**config.mk**
```make
export PLATFORM = sky130hd
export DESIGN_NAME = fetch_queue
export DESIGN_NICKNAME = d
export VERILOG_FILES = /design/src/rtl/fetch_queue.sv
export SDC_FILE = /design/constraint.sdc
export NUM_CORES = 1
export LEC_CHECK = 0
export CELL_PAD_IN_SITES_DETAIL_PLACEMENT = 0
export CELL_PAD_IN_SITES_GLOBAL_PLACEMENT = 1
export CORE_ASPECT_RATIO = 1.25
export CORE_MARGIN = 1.5
export CORE_UTILIZATION = 47
export DETAILED_ROUTE_END_ITERATION = 8
export PLACE_DENSITY_LB_ADDON = 0.1
export SYNTH_ARGS = -nofsm -noshare
export SYNTH_HDL_FRONTEND = slang
export SYNTH_SLANG_ARGS = --single-unit
```
**constraint.sdc**
```tcl
create_clock -name clk -period 11.1 [get_ports clk]
set_input_delay 2.22 -clock clk [delete_from_list [all_inputs] [get_ports clk]]
set_output_delay 2.22 -clock clk [all_outputs]
set_load 0.1 [all_outputs]
```
**src/rtl/fetch_queue.sv**
```systemverilog
// Instruction fetch queue: circular buffer between fetch and decode that carries
// the PC, instruction word and branch prediction of each fetched instruction.
module fetch_queue #(
    parameter int unsigned DEPTH = 8
) (
    input  logic                     clk,
    input  logic                     rst_n,
    input  logic                     flush,
    input  logic                     enq_valid,
    output logic                     enq_ready,
    input  logic [31:0]              enq_pc,
    input  logic [31:0]              enq_inst,
    input  logic                     enq_is_branch,
    input  logic                     enq_pred_taken,
    input  logic [31:0]              enq_pred_target,
    output logic                     deq_valid,
    input  logic                     deq_ready,
    output logic [31:0]              deq_pc,
    output logic [31:0]              deq_inst,
    output logic                     deq_is_branch,
    output logic                     deq_pred_taken,
    output logic [31:0]              deq_pred_target,
    output logic [$clog2(DEPTH):0]   count
);

    localparam int unsigned PW = $clog2(DEPTH);
    localparam int unsigned CW = PW + 1;

    typedef struct packed {
        logic [31:0] pc;
        logic [31:0] inst;
        logic        is_branch;
        logic        pred_taken;
        logic [31:0] pred_target;
    } entry_t;

    entry_t          mem [DEPTH];
    entry_t          head_entry;
    logic [PW-1:0]   head;
    logic [PW-1:0]   tail;
    logic            enq_fire;
    logic            deq_fire;

    assign enq_ready = (count != CW'(DEPTH));
    assign deq_valid = (count != '0);
    assign enq_fire  = enq_valid && enq_ready && !flush;
    assign deq_fire  = deq_valid && deq_ready && !flush;

    // DEPTH is a power of two, so the natural pointer overflow is the wrap.
    always_ff @(posedge clk or negedge rst_n) begin
        if (!rst_n) begin
            head  <= '0;
            tail  <= '0;
            count <= '0;
        end else if (flush) begin
            head  <= '0;
            tail  <= '0;
            count <= '0;
        end else begin
            if (enq_fire)
                tail <= tail + PW'(1);
            if (deq_fire)
                head <= head + PW'(1);
            count <= count + CW'(enq_fire) - CW'(deq_fire);
        end
    end

    always_ff @(posedge clk) begin
        if (enq_fire)
            mem[tail] <= '{pc: enq_pc, inst: enq_inst, is_branch: enq_is_branch,
                           pred_taken: enq_pred_taken, pred_target: enq_pred_target};
    end

    // An empty queue presents all-zero fields rather than stale storage.
    always_comb begin
        head_entry = '0;
        if (deq_valid)
            head_entry = mem[head];
    end

    assign deq_pc          = head_entry.pc;
    assign deq_inst        = head_entry.inst;
    assign deq_is_branch   = head_entry.is_branch;
    assign deq_pred_taken  = head_entry.pred_taken;
    assign deq_pred_target = head_entry.pred_target;

endmodule

```
==> results_dict.tcl <==
set metrics [dict create \
    outcome "finished, final reports clean" \
    grt_max_degree 114 \
    final_common_cell "edfxtp_1" \
    drt-initial-drc-count 968 \
    yosysSeqAreaShare 0.7957 \
    synth_ff_type "edfxtp_1" \
    coreArea_um2 63020 \
    nNetsFinal 1574 \
    clk_pin_slew_worst_paths_ns 0.06 \
    firstDrtPassIters 5 \
    dp.cells 2221 \
    slew_violations 0 \
    p_clk_frac 0.273 \
    insertion_delay_ns 0.61 \
    internal_power_mw 5.797 \
    rsz0062_at_grt "false" \
    setup-violations-final 0 \
    stdcell_count 2361 \
    initial_utilization 0.4745 \
    synth_area_per_cell_um2 24.51 \
    cts_sinks 794 \
    io_buffers 206 \
    grt_overflow 0 \
    track_usage 0.1976 \
    synthDistinctLibCells 32 \
    grt_pass1_wl_mm 94.31 \
    synth_warnings 0 \
    cp_max_fo 52 \
    vdd_drop_max_mv 0.1884 \
    period_minus_slack_ns 6.961 \
    synth_area_um2 29900 \
    crit_required_ns 8.88 \
    tns_ns 0 \
    cp-end-kind "primary output" \
    p_per_area_nw_per_um2 263.6 \
    cts_buffers 79 \
    finalHoldViolations 0 \
    antenna_left 0 \
    worst_ep_arrival_time_ns 4.74 \
    grt_pass1_vias 14470 \
    post_cts_buffers 0 \
    dpl.hpwl_mm 30.77 \
    cts_resized 0 \
    hp-class "reg2reg" \
    die_area_um2 65150 \
    finalWirelength_mm 62.89 \
    htree_levels 3 \
    p_seq_frac 0.370 \
    viasPerCell 5.732 \
    finalCritPeriodShare 0.6271 \
    root_buffer "clkbuf_16" \
    wl_per_cell_um 26.64 \
    p_leak_nw 11.01 \
    worstSetupPathType "reg2out" \
    swShare 0.3780 \
    ctsHoldBuffers 0 \
    syn_inst 1220 \
    drc 0 \
    reg2reg_slack_ns 7.79 \
    mostFrequentLayoutCells "edfxtp_1 (784), clkdlybuf4s50_1 (206), mux4_2 (194)" \
    fin_worst_skew_ns 0.01836 \
    fmax_ghz 0.1437 \
    ctsLongestPathBuffers 3 \
    chipHeight_um 285.0 \
    place.gp.congestion 0.6891 \
    synthesis.nets 1332 \
    num_vias 13530 \
    cts_tree "done" \
    async_reset_ff_frac 0.01259 \
    comb_power_share 0.358 \
    max-slew-margin-rel 0.2676 \
    drv_cap 0 \
    chipWidth_um 228.6 \
    power.switching_mw 3.524 \
    synth_edf_count 784 \
    ios 207 \
    core.rowCount 103 \
    p_total_mw 9.321 \
    ys_ff_latch 794 \
    critPathLaunchType "register" \
    worst_pin_slew_ns 1.095 \
    drive_gt1_frac 0.2204 \
    final_core_util 0.5611 \
    antenna_found_initial 6 \
    syn_to_final_growth_pct 18.26 \
]
[worst paths after layout]
| path | startpoint | endpoint | cells past startpoint |
|---|---|---|---|
| min in group asynchronous | rst_n | count[1] | 1 |
| max in group asynchronous | rst_n | head[1] | 1 |
| setup / recovery | head[1] | deq_inst[5] | 5 |
| hold / removal | head[2] | head[2] | 2 |
| setup reg to reg | count[2] | mem[2][37] | 6 |
| hold reg to reg | head[2] | head[2] | 2 |
[cell usage after synthesis, types with 2 or more instances]
master | count | area share
nor3_1 | 5 | 0.00084
mux4_2 | 194 | 0.15
nor2_1 | 8 | 0.0010
edfxtp_1 | 784 | 0.79
clkbuf_1 | 25 | 0.0031
nand3_1 | 4 | 0.00067
buf_1 | 2 | 0.00025
mux4_1 | 2 | 0.0018
nor2b_1 | 5 | 0.0010
dfrtp_1 | 10 | 0.0084
mux2_2 | 3 | 0.0011
a21oi_1 | 5 | 0.00084
buf_2 | 21 | 0.0035
buf_6 | 8 | 0.0030
inv_1 | 8 | 0.0010
nand2b_1 | 2 | 0.00042
ha_1 | 8 | 0.0033
or3_1 | 3 | 0.00063
a22o_1 | 98 | 0.029
buf_4 | 10 | 0.0025
o21ai_0 | 4 | 0.00067
[power by group through the flow]
| stage | logic [mW] | registers (mW) | clock network [mW] |
|---|---|---|---|
| 6_report | 3.33 | 3.45 | 2.54 |
| 5_1_grt | 3.46 | 3.46 | 2.71 |
| 4_1_cts | 3.38 | 3.45 | 2.60 |
| 3_5_place_dp | 3.37 | 3.51 | 0 |
| 3_3_place_gp | 3.37 | 3.51 | 0 |
| 2_1_floorplan | 2.57 | 3.52 | 0 |
[sequential cells by signal (all words and copies together), names as in the netlist]
signal and flops:
count 4, head 3, mem 784, tail 3
[cell type report]
class,instances,area [um^2]
fillers,4677,27660
flip-flops and latches,794,23800
multi-input cells,350,5752
repair buffers,228,2277
clock buffers,103,2141
well taps,840,1051
clock inverters,36,305.3
inverters,9,33.78
diodes,1,2.502
[cell families after synthesis]
group | synth area share
xor+xnor | 0.0002930
fa+ha+maj | 0.004017
buf+inv | 0.01423
mux | 0.1490
simple gates | 0.006319
flops | 0.7957
compound gates | 0.03046
[routing by layer]
metal	global-route usage	vias to the layer above	wire length, um
met2	0.3280	335	31960
met5	0	-	69
met1	0.2663	7329	26300
li1	-	5781	-
met3	0.04170	78	3554
met4	0.05728	10	1011
[critical path, cell delays in order, from the launching register on]
cell             delay, ns
dfrtp_4               0.93
buf_4                 0.62
buf_4                 0.72
mux4_2                0.34
a22o_1                0.21
clkdlybuf4s50_1       1.15
[through the flow]
step                hold slack [ns]  area (um^2)  setup slack [ns]
global route                 0.7368        35360             3.916
global placement             0.6700        32910             4.739
detailed placement           0.6783        32910             4.723
floorplan                    0.6039        29910            0.9799
CTS                          0.6915        35360             4.037
finish                       0.6918        35360             4.139
Power figures use the tool's default switching activity.
